===== src/rtl/uart_tx_arbiter_pkg.sv =====
// arb_defs: shared state encoding and limits for the UART transmitter arbiter.
package arb_defs;

    localparam int NREQ_MAX    = 4;
    localparam int TIMEOUT_DEF = 65535;
    localparam int PTR_W       = $clog2(NREQ_MAX);

    typedef enum logic [2:0] {
        IDLE,
        SEND,
        WAIT_HI,
        WAIT_LO,
        DONE
    } arb_state_e;

endpackage


===== src/rtl/uart_tx_arbiter_rr_picker.sv =====
// rr_picker: combinational round-robin select, first set req bit at or above ptr, wrapping.
module rr_picker
    import arb_defs::*;
#(
    parameter int NREQ = 2
) (
    input  logic [NREQ-1:0]  req,
    input  logic [PTR_W-1:0] ptr,
    output logic [NREQ-1:0]  pick
);

    int   pos;
    logic found;

    // Wrap by compare so non power-of-2 NREQ never aliases onto a missing requester.
    always_comb begin
        pick  = '0;
        found = 1'b0;
        pos   = 0;
        for (int k = 0; k < NREQ; k++) begin
            pos = int'(ptr) + k;
            if (pos >= NREQ)
                pos = pos - NREQ;
            for (int i = 0; i < NREQ; i++) begin
                if (!found && req[i] && pos == i) begin
                    pick[i] = 1'b1;
                    found   = 1'b1;
                end
            end
        end
    end

endmodule


===== src/rtl/uart_tx_arbiter.sv =====
// uart_tx_arbiter: frame-atomic round-robin sharing of one RS232 transmitter between NREQ requesters.
// Optional ARB_TIMEOUT_EN: a frame whose owner stalls TIMEOUT cycles in SEND is aborted and released.
module uart_tx_arbiter
    import arb_defs::*;
#(
    parameter int NREQ    = 2,
    parameter int TIMEOUT = TIMEOUT_DEF
) (
    input  logic              clk,
    input  logic              rst,
    input  logic [NREQ-1:0]   req,
    input  logic [NREQ-1:0]   bvalid,
    input  logic [NREQ*8-1:0] bdata,
    input  logic [NREQ-1:0]   blast,
    output logic [NREQ-1:0]   back,
    output logic [NREQ-1:0]   gnt,
    output logic [7:0]        txdw,
    output logic              txena,
    input  logic              txbusy,
    output logic              abort
);

    if (NREQ < 2 || NREQ > NREQ_MAX || TIMEOUT < 1) begin : g_cfg_check
        $error("uart_tx_arbiter: NREQ must be 2..4 and TIMEOUT >= 1");
    end

    arb_state_e       state_q, state_d;
    logic [NREQ-1:0]  gnt_q, gnt_d, back_q, back_d, pick;
    logic [7:0]       txdw_q, txdw_d, sel_data;
    logic             txena_q, txena_d, last_q, last_d;
    logic [PTR_W-1:0] rr_q, rr_d, owner, rr_next;
    logic             sel_valid, sel_last, accept;

`ifdef ARB_TIMEOUT_EN
    localparam int TW = $clog2(TIMEOUT + 1);
    logic [TW-1:0] timer_q, timer_d;
    logic          abort_q, abort_d;
`endif

    rr_picker #(.NREQ(NREQ)) u_pick (
        .req  (req),
        .ptr  (rr_q),
        .pick (pick)
    );

    // Byte-lane mux driven by the registered one-hot owner.
    always_comb begin
        sel_valid = 1'b0;
        sel_last  = 1'b0;
        sel_data  = '0;
        owner     = '0;
        for (int i = 0; i < NREQ; i++) begin
            if (gnt_q[i]) begin
                sel_valid = bvalid[i];
                sel_last  = blast[i];
                sel_data  = bdata[8*i +: 8];
                owner     = PTR_W'(i);
            end
        end
    end

    assign accept  = sel_valid && !txbusy;
    assign rr_next = (int'(owner) + 1 >= NREQ) ? '0 : owner + PTR_W'(1);

    always_comb begin
        state_d = state_q;
        gnt_d   = gnt_q;
        rr_d    = rr_q;
        last_d  = last_q;
        txdw_d  = txdw_q;
        txena_d = 1'b0;
        back_d  = '0;
`ifdef ARB_TIMEOUT_EN
        timer_d = timer_q;
        abort_d = 1'b0;
`endif
        case (state_q)
            IDLE: begin
                if (|req) begin
                    gnt_d   = pick;
                    state_d = SEND;
                end
            end
            SEND: begin
                if (accept) begin
                    txdw_d  = sel_data;
                    txena_d = 1'b1;
                    back_d  = gnt_q;
                    last_d  = sel_last;
                    state_d = WAIT_HI;
                end
`ifdef ARB_TIMEOUT_EN
                if (accept)
                    timer_d = '0;
                else if (timer_q == TW'(TIMEOUT - 1)) begin
                    abort_d = 1'b1;
                    timer_d = '0;
                    state_d = DONE;
                end else
                    timer_d = timer_q + TW'(1);
`endif
            end
            WAIT_HI: if (txbusy) state_d = WAIT_LO;
            WAIT_LO: if (!txbusy) state_d = last_q ? DONE : SEND;
            DONE: begin
                gnt_d   = '0;
                rr_d    = rr_next;
                state_d = IDLE;
`ifdef ARB_TIMEOUT_EN
                timer_d = '0;
`endif
            end
            default: state_d = IDLE;
        endcase
    end

    always_ff @(posedge clk or negedge rst) begin
        if (!rst) begin
            state_q <= IDLE;
            gnt_q   <= '0;
            back_q  <= '0;
            rr_q    <= '0;
            last_q  <= 1'b0;
            txdw_q  <= 8'h00;
            txena_q <= 1'b0;
`ifdef ARB_TIMEOUT_EN
            timer_q <= '0;
            abort_q <= 1'b0;
`endif
        end else begin
            state_q <= state_d;
            gnt_q   <= gnt_d;
            back_q  <= back_d;
            rr_q    <= rr_d;
            last_q  <= last_d;
            txdw_q  <= txdw_d;
            txena_q <= txena_d;
`ifdef ARB_TIMEOUT_EN
            timer_q <= timer_d;
            abort_q <= abort_d;
`endif
        end
    end

    assign gnt   = gnt_q;
    assign back  = back_q;
    assign txdw  = txdw_q;
    assign txena = txena_q;
`ifdef ARB_TIMEOUT_EN
    assign abort = abort_q;
`else
    assign abort = 1'b0;
`endif

endmodule


===== config.mk =====
export PLATFORM = sky130hd
export DESIGN_NAME = uart_tx_arbiter
export DESIGN_NICKNAME = d
export VERILOG_FILES = /design/src/rtl/uart_tx_arbiter_pkg.sv /design/src/rtl/uart_tx_arbiter_rr_picker.sv /design/src/rtl/uart_tx_arbiter.sv
export SDC_FILE = /design/constraint.sdc
export NUM_CORES = 1
export LEC_CHECK = 0
export CORE_MARGIN = 4
export CORE_UTILIZATION = 41
export DETAILED_ROUTE_END_ITERATION = 10
export GPL_TIMING_DRIVEN = 0
export PLACE_DENSITY = 0.83
export SETUP_SLACK_MARGIN = 0.02
export SYNTH_ARGS = -nofsm -noshare
export SYNTH_HDL_FRONTEND = slang
export SYNTH_HIERARCHICAL = 1
export SYNTH_SLANG_ARGS = --single-unit

===== constraint.sdc =====
create_clock -name clk -period 1.9 [get_ports clk]
set_input_delay 0.38 -clock clk [delete_from_list [all_inputs] [get_ports clk]]
set_output_delay 0.38 -clock clk [all_outputs]
set_load 0.1 [all_outputs]

# ---- After elaboration in Yosys (flattened, before gate mapping)
# Cells that the tools add are included.
dict set report classes {
  n_addsub 5
  n_lt_le_gt_ge 3
  n_eq_ne 10
  n_mux 28
  n_reduce_logical 20
}
# operator count
set op_table {}
lappend op_table {{$eq A32 B2 Y1 const B} 2}
lappend op_table {{$logic_not A32 Y1} 2}
lappend op_table {{$mux W32} 2}
lappend op_table {{$ge A32 B3 Y1 const B} 1}
lappend op_table {{$sub A32 B3 Y32 const B} 1}
lappend op_table {{$mux W8} 2}
lappend op_table {{$mux W3} 5}
lappend op_table {{$mux W1} 13}
lappend op_table {{$pmux W3 S4} 1}
lappend op_table {{$logic_and A1 B1 Y1} 8}
lappend op_table {{$mux W2} 4}
lappend op_table {{$ne A2 B2 Y1 const B} 4}
lappend op_table {{$add A2 B1 Y3 const B} 2}
lappend op_table {{$eq A3 B2 Y1 const B} 2}
lappend op_table {{$logic_not A1 Y1} 4}
lappend op_table {{$pmux W2 S2} 1}
lappend op_table {{$reduce_and A2 Y1} 2}
lappend op_table {{$reduce_and A4 Y1} 1}
lappend op_table {{$eq A3 B1 Y1 const B} 1}
lappend op_table {{$eq A3 B3 Y1 const B} 1}
lappend op_table {{$ge A3 B2 Y1 const B} 1}
lappend op_table {{$logic_not A3 Y1} 1}
lappend op_table {{$sub A2 B2 Y3 const B} 1}
lappend op_table {{$add A2 B1 Y2 const B} 1}
lappend op_table {{other kinds (3)} 3}
dict set report word_totals {
  register_bits 19
  inputBits 25
  output_inout_bits 14
  elab_cells 73
}

# ---- Logic depth before layout (Yosys ltp)
# Gate-level depths: netlist (run 1).
dict set report depth {
  word_depth 19
  mapped_depth 5
  mapped_depth_nobuf 4
}

# ---- Hierarchy
# The synthesis (run 1) kept the hierarchy.
# module n_inst cells_each area_each_um2 seq_area_each_um2
set by_module_without_submodules {}
lappend by_module_without_submodules {uart_tx_arbiter 1 73 902.1 450.4}
lappend by_module_without_submodules {rr_picker 1 4 22.5 0.0}

# ---- Least setup slack after synthesis (run 1)
# No wires, ideal clock.
dict set report synth_path {
  path_kind {register to register}
  startpoint {register gnt_q[1] (netlist: gnt[1])}
  endpoint {register txdw_q[3] (netlist: txdw[3])}
  setup_ps 126
  t_arrival_ps 2138
  required_ps 1774
  path_slack_ps -364
  path_stages_with_launch 6
  path_buffers 2
  period_less_slack_ps 2264
  cell_sequence {dfrtp_1 > buf_6 > nand3b_4 > a2111oi_4 > buf_6 > mux2_4}
}
dict set report synth_via {
  elab_chain_len 3
  word_cells_on_any_way 4
  classes_between {2 x mux; 2 x reduce/logical}
}
# item line
set synth_lines {}
lappend synth_lines {{from (decl)} uart_tx_arbiter.sv:28} ;# logic [NREQ-1:0] gnt_q, gnt_d, back_q, back_d, pick;
lappend synth_lines {{from (signal assigned)} uart_tx_arbiter.sv:132} ;# gnt_q <= gnt_d;
lappend synth_lines {{$mux W1} uart_tx_arbiter.sv:53} ;# if (gnt_q[i]) begin
lappend synth_lines {{$logic_and A1 B1 Y1} uart_tx_arbiter.sv:62} ;# assign accept = sel_valid && !txbusy;
lappend synth_lines {{$reduce_and A2 Y1 (no source line)} --}
lappend synth_lines {{to (signal assigned)} uart_tx_arbiter.sv:136} ;# txdw_q <= txdw_d;
lappend synth_lines {{to (decl)} uart_tx_arbiter.sv:29} ;# logic [7:0] txdw_q, txdw_d, sel_data;
# Parallel ways exist; a longest one is shown, timed or not.
# A chain may end at the register's enable or synchronous reset.

# ---- Worst setup path in the final report (run 1)
dict set report layout_path {
  startpoint {register gnt_q[1] (netlist: gnt[1])}
  endpoint {register txdw_q[4] (netlist: txdw[4])}
}
# Same word-level chain as after synthesis.

==> impl_metrics.env, run 1 <==
export IMPL_cts_htree_levels=1
export IMPL_cpMaxStageDelayCell="dfrtp_4"
export IMPL_wl_mm=2.23
export IMPL_drc=0
export IMPL_wl_per_cell_um=15.2
export IMPL_maxCapViolCount=0
export IMPL_syn_area_per_cell_um2=12.0
export IMPL_hold_class="flop to flop"
export IMPL_dp_hpwl_mm=1.64
export IMPL_hold_viol_final=0
export IMPL_yosysWarnings=6
export IMPL_path_class="flop to flop"
export IMPL_synth_most_common_cell="dfrtp_1"
export IMPL_finalSetupViolCount=0
export IMPL_place_congestion=0.693
export IMPL_max_slew_worst_pin_slew_ns=0.948
export IMPL_synth_edf_count=0
export IMPL_rsz0062_at_grt="no"
export IMPL_max_freq_mhz=543
export IMPL_max_stage_delay_ns=0.49
export IMPL_min_period_over_period_pct=96.9
export IMPL_cts_root_buffer="clkbuf_4"
export IMPL_path_clk_slew_ns=0.10
export IMPL_yosysTopAreaCell="dfrtp_1"
export IMPL_max_slew_margin_pct=37.1
export IMPL_dr_pass1_iters=4
export IMPL_worst_path_max_fanout=10
export IMPL_status="finished clean"
export IMPL_cts_tree="built"
export IMPL_end_kind="flop"
export IMPL_initialDrtViolationCount=15
export IMPL_crit_required_ns=2.09
export IMPL_ir_drop_mv=1.13
export IMPL_synth_cells=77
export IMPL_initial_core_util_pct=45.3
export IMPL_cp_common_cell="buf_6"
export IMPL_grt_pass1_wl_mm=3.73
export IMPL_die_w_um=55.5
export IMPL_ios=39
export IMPL_p_per_area_mw_per_mm2=1870
export IMPL_clock_sinks=18
export IMPL_period_minus_slack_ns=1.84
export IMPL_grt_pass1_vias=803
export IMPL_die_area_mm2=0.00308
export IMPL_clk_latency_ns=0.29
export IMPL_cts_hold_buf=0
export IMPL_async_reset_ff_share_pct=100
export IMPL_gr_total_overflow=0
export IMPL_synth_seq_area_share_pct=48.7
export IMPL_leakagePower_nw=0.608
export IMPL_vias=768
export IMPL_start_kind="flop"
export IMPL_slew_viol_final=0
export IMPL_antenna_found_initial=0
export IMPL_ant_nets=0
export IMPL_nFillCells=162
export IMPL_synth_seq_cells=18
export IMPL_core_area_mm2=0.00204
export IMPL_area_growth_pct=46.1
export IMPL_num_nets_final=146
export IMPL_grt_usage_pct=15.1
export IMPL_io_buffers=37
export IMPL_die_y_um=55.5
export IMPL_numCtsBuffers=3
export IMPL_grt_max_degree=19
export IMPL_viasPerCell=5.22
export IMPL_synth_cell_type_count=28
export IMPL_arrival_ns=2.03
export IMPL_setup_tns_ns=0
export IMPL_synthTopCellsByArea="dfrtp_1 49%, mux2_4 9.7%, a22o_1 7.6%, mux2_2 3.7%, o21ai_0 3.2%"
export IMPL_synth_common_cells="18 x dfrtp_1, 8 x a22o_1, 6 x mux2_4, 6 x o21ai_0, 5 x nand2_1"
export IMPL_clockBufferDepth=2
export IMPL_crit_chain="buf_6, nand3b_4, a2111oi_4, buf_6, mux2_4"
export IMPL_synth_area_um2=925
export IMPL_drive_gt1_share_pct=27.5
export IMPL_synth_ff_type="dfrtp_1"
export IMPL_power_mw=2.52
export IMPL_synth_top_cell_area_share_pct=48.7
export IMPL_final_instance_count_excl_fill=147
export IMPL_placedCellCount=142
export IMPL_antenna_cells=0
export IMPL_fp_row_count=16
export IMPL_clock_skew_ns=0.00102
area by class of cell:
class	count	area (um2)	share of cell area, %
Clock buffer	4	36.3	2.69
Tap cell	27	33.8	2.50
Multi-Input combinational cell	52	429	31.8
Sequential cell	18	455	33.7
Timing Repair Buffer	38	348	25.7
Buffer	5	37.5	2.78
Inverter	3	11.3	0.833
placed cells by master (no fill, tap or decap), types with 2 or more instances in the layout:
cell and count:
nand2b_1 2, buf_6 2, and2_1 3, nand2_1 5
clkdlybuf4s15_2 4, clkdlybuf4s15_1 2, mux2_2 3, nor3b_1 2
clkbuf_2 7, a31oi_1 2, clkdlybuf4s50_1 24, clkbuf_4 3
buf_4 2, mux2_4 6, a22o_1 8, clkbuf_1 2
dfrtp_1 16, o21ai_0 6, inv_1 3, conb_1 2
layer usage:
layer | wire [um] | global-route usage, % | vias up | share of wire (%)
li1 | - | - | 366 | -
met1 | 979 | 18.3 | 372 | 44
met2 | 1140 | 26.2 | 27 | 51
met3 | 100 | 3.96 | 3 | 4.5
met4 | 16 | 4.17 | 0 | 0.72
met5 | 0 | 0 | - | 0
cell families (layout without fill, tap and decap cells):
| group | Yosys count | count (layout) | synth area share (%) |
|---|---|---|---|
| other | 1 | 2 | 0.406 |
| buffers and inverters | 8 | 50 | 5.28 |
| muxes | 10 | 10 | 14.5 |
| DFF | 18 | 18 | 48.7 |
| and+or+nand+nor | 17 | 17 | 11.5 |
| AOI/OAI and AO/OA | 23 | 23 | 19.6 |
state kept, by name, summed over array words and instances (netlist names):
register and count:
last_q 1, gnt 2, txdw 8, txena 1, back 2, state_q 3, rr_q 1
per-stage QoR:
stage / hold WS (ns) / area, um2 / worst slack (ns) / util [%]
3_5_place_dp: 0.492 / 1340 / -0.179 / 65.5
2_1_floorplan: 0.0844 / 933 / -0.0650 / -
4_1_cts: 0.524 / 1380 / 0.0204 / 67.3
3_3_place_gp: 0.491 / 1340 / -0.177 / 65.5
6_report: 0.518 / 1350 / 0.0585 / 66.2
5_1_grt: 0.542 / 1350 / 0.00955 / 66.2
critical path, delay by kind of cell (launching register included):
kind	cells	cell delay, ns
flops	1	0.49
compound gates	1	0.41
buf+inv	2	0.36
simple gates	1	0.17
mux	1	0.31
what timing repair did:
action,in CTS,in global routing
pin swaps,0,1
setup buffers,0,1
hold endpoints to repair,0,0
resized for setup,27,10
endpoints found under the setup margin,13,15
final timing paths:
kind / startpoint / endpoint / slack [ns] / cells after the start
worst max-delay path: gnt[1]$_DFFE_PN0P_ / txdw[4]$_DFFE_PN0P_ / 0.06 / 5
min in group asynchronous: rst / txdw[7]$_DFFE_PN0P_ / 0.54 / 1
worst min-delay path: txdw[1]$_DFFE_PN0P_ / txdw[1]$_DFFE_PN0P_ / 0.52 / 1
max in group asynchronous: rst / gnt[1]$_DFFE_PN0P_ / 0.77 / 1
worst min register to register: txdw[1]$_DFFE_PN0P_ / txdw[1]$_DFFE_PN0P_ / 0.52 / 1
worst max register to register: gnt[1]$_DFFE_PN0P_ / txdw[4]$_DFFE_PN0P_ / 0.06 / 5
power by group:
part | total, mW | internal (mW) | switching [mW]
Clock | 0.238 | 0.117 | 0.121
Sequential | 0.662 | 0.542 | 0.120
Combinational | 1.62 | 0.484 | 1.14
Total | 2.52 | 1.14 | 1.38
(Power assumes the default switching activity.)
==> run 2, diff against run 1 <==
--- a/config.mk
+++ b/config.mk
@@ -6,10 +6,12 @@
 export NUM_CORES = 1
 export LEC_CHECK = 0
 export CORE_MARGIN = 4
-export CORE_UTILIZATION = 41
+export CORE_UTILIZATION = 37
 export DETAILED_ROUTE_END_ITERATION = 10
 export GPL_TIMING_DRIVEN = 0
-export PLACE_DENSITY = 0.83
+export HOLD_SLACK_MARGIN = 0.12
+export MAX_ROUTING_LAYER = met4
+export PLACE_DENSITY = 0.79
 export SETUP_SLACK_MARGIN = 0.02
 export SYNTH_ARGS = -nofsm -noshare
 export SYNTH_HDL_FRONTEND = slang
==> constraint.sdc (replaced) <==
create_clock -name clk -period 1.48 [get_ports clk]
set_input_delay 0.296 -clock clk [delete_from_list [all_inputs] [get_ports clk]]
set_output_delay 0.296 -clock clk [all_outputs]
set_load 0.1 [all_outputs]
==> impl_metrics.env, run 2 (synthesis gave the netlist of run 1 again) <==
export IMPL_status="finished with violations"
export IMPL_violations="negative setup slack"
export IMPL_hold_viol_final=0
export IMPL_grt_pass1_vias=800
export IMPL_start_kind="flop"
export IMPL_drive_gt1_share_pct=33.1
export IMPL_setup_tns_ns=-2.66
export IMPL_max_slew_worst_pin_slew_ns=0.781
export IMPL_dp_slack_ns=-0.563
export IMPL_cts_root_buffer="clkbuf_4"
export IMPL_clock_skew_ns=0.00150
export IMPL_wl_mm=2.43
export IMPL_worst_path_max_fanout=3
export IMPL_max_freq_mhz=575
export IMPL_layout_commonest_cell="clkdlybuf4s50_1"
export IMPL_wl_per_cell_um=16.0
export IMPL_clockBufferDepth=2
export IMPL_rsz0062_at_grt="yes"
export IMPL_reg2reg_from="gnt[1]$_DFFE_PN0P_"
export IMPL_period_minus_slack_ns=1.74
export IMPL_clk_latency_ns=0.29
export IMPL_slew_viol_final=0
export IMPL_placedCellCount=143
export IMPL_area_growth_pct=49.0
export IMPL_die_y_um=58.0
export IMPL_finalSetupViolCount=14
export IMPL_grt_pass1_wl_mm=3.82
export IMPL_end_kind="flop"
export IMPL_cts_tree="built"
export IMPL_maxCapViolCount=0
export IMPL_io_buffers=37
export IMPL_min_period_over_period_pct=118
export IMPL_initialDrtViolationCount=14
export IMPL_leakagePower_nw=0.650
export IMPL_crit_required_ns=1.66
export IMPL_ant_nets=0
export IMPL_largest_reg_flops=8
export IMPL_drc=0
export IMPL_cts_htree_levels=1
export IMPL_grt_max_degree=19
export IMPL_core_area_mm2=0.00230
export IMPL_power_mw=3.35
export IMPL_place_congestion=0.775
export IMPL_max_slew_margin_pct=47.8
export IMPL_hold_ws_ns=0.453
export IMPL_setup_ws_ns=-0.259
export IMPL_die_area_mm2=0.00336
export IMPL_grt_usage_pct=15.8
export IMPL_gr_total_overflow=0
export IMPL_die_w_um=58.0
export IMPL_nFillCells=195
export IMPL_initial_core_util_pct=40.3
export IMPL_arrival_ns=1.92
export IMPL_dr_pass1_iters=4
export IMPL_vias=768
export IMPL_path_class="flop to flop"
export IMPL_ff2ff_path_depth=5
export IMPL_dp_hpwl_mm=1.70
export IMPL_p_per_area_mw_per_mm2=2430
export IMPL_r2r_end="txdw[2]$_DFFE_PN0P_"
export IMPL_final_instance_count_excl_fill=152
export IMPL_path_clk_slew_ns=0.10
export IMPL_ir_drop_mv=1.47
export IMPL_cts_hold_buf=0
export IMPL_r2r_slack_ns=-0.26
export IMPL_num_nets_final=150
export IMPL_antenna_found_initial=0
export IMPL_numCtsBuffers=3
export IMPL_fp_row_count=17
export IMPL_hold_class="input port to asynchronous set/reset pin"
export IMPL_viasPerCell=5.05
export IMPL_clock_sinks=18
export IMPL_final_cell_mix="24 x clkdlybuf4s50_1, 16 x dfrtp_1, 13 x buf_2"
export IMPL_ios=39
export IMPL_antenna_cells=0
run 2: final cells by class:
type,instances,area [um2],area share [%]
Multi-Input combinational cell,52,448,32.5
Tap cell,28,35.0,2.54
Clock buffer,4,36.3,2.63
Buffer,5,41.3,3.00
Sequential cell,18,455,33.1
Inverter,3,11.3,0.817
Timing Repair Buffer,42,350,25.4
run 2: per-stage QoR:
| step | instance area (um2) | utilization, % |
|---|---|---|
| detailed placement | 1340 | 58.3 |
| CTS | 1370 | 59.5 |
| global route | 1380 | 60.0 |
| global placement | 1340 | 58.3 |
| finish | 1380 | 60.0 |
| floorplan | 933 | - |
run 2: where the power goes:
group | internal, mW | switching [mW]
clock | 0.150 | 0.149
combinational | 0.682 | 1.51
sequential | 0.696 | 0.161
total | 1.53 | 1.82
run 2: worst max path at each step:
stage,startpoint,endpoint,slack (ns),depth (start not counted)
2_1_floorplan,gnt[1]$_DFFE_PN0P_,txdw[3]$_DFFE_PN0P_,-0.49,5
3_3_place_gp,bvalid[1],txdw[6]$_DFFE_PN0P_,-0.54,5
3_5_place_dp,bvalid[1],txdw[7]$_DFFE_PN0P_,-0.56,5
4_1_cts,gnt[1]$_DFFE_PN0P_,txdw[2]$_DFFE_PN0P_,-0.31,5
5_1_grt,gnt[1]$_DFFE_PN0P_,txdw[2]$_DFFE_PN0P_,-0.33,5
6_report,gnt[1]$_DFFE_PN0P_,txdw[2]$_DFFE_PN0P_,-0.26,5
run 2: timing repair:
action	CTS	global route
gates resized for setup	72	4
setup endpoints to repair	27	17
setup buffers	4	0
cloned	1	0
pin swaps	1	1
run 2: routing by layer:
metal | up-vias | global-route usage [%] | routed length, um
met5 | - | - | 0
met2 | 30 | 27.7 | 1240
met4 | 0 | 7.95 | 36
met1 | 364 | 16.8 | 1020
met3 | 4 | 3.12 | 132
li1 | 370 | - | -
run 2: critical path, cell delays in order (launching register included):
cell       delay [ns]
dfrtp_4          0.49
buf_6            0.12
nand3b_4         0.15
a2111oi_4        0.37
buf_4            0.21
mux2_4           0.30
==> run 3, diff against run 2 <==
--- a/config.mk
+++ b/config.mk
@@ -7,9 +7,10 @@
 export LEC_CHECK = 0
 export CORE_MARGIN = 4
 export CORE_UTILIZATION = 37
+export CTS_CLUSTER_SIZE = 8
 export DETAILED_ROUTE_END_ITERATION = 10
 export GPL_TIMING_DRIVEN = 0
-export HOLD_SLACK_MARGIN = 0.12
+export HOLD_SLACK_MARGIN = 0.1
 export MAX_ROUTING_LAYER = met4
 export PLACE_DENSITY = 0.79
 export SETUP_SLACK_MARGIN = 0.02
==> results of run 3 <==
The final DEF is identical to that of run 2; final timing and power are the same.
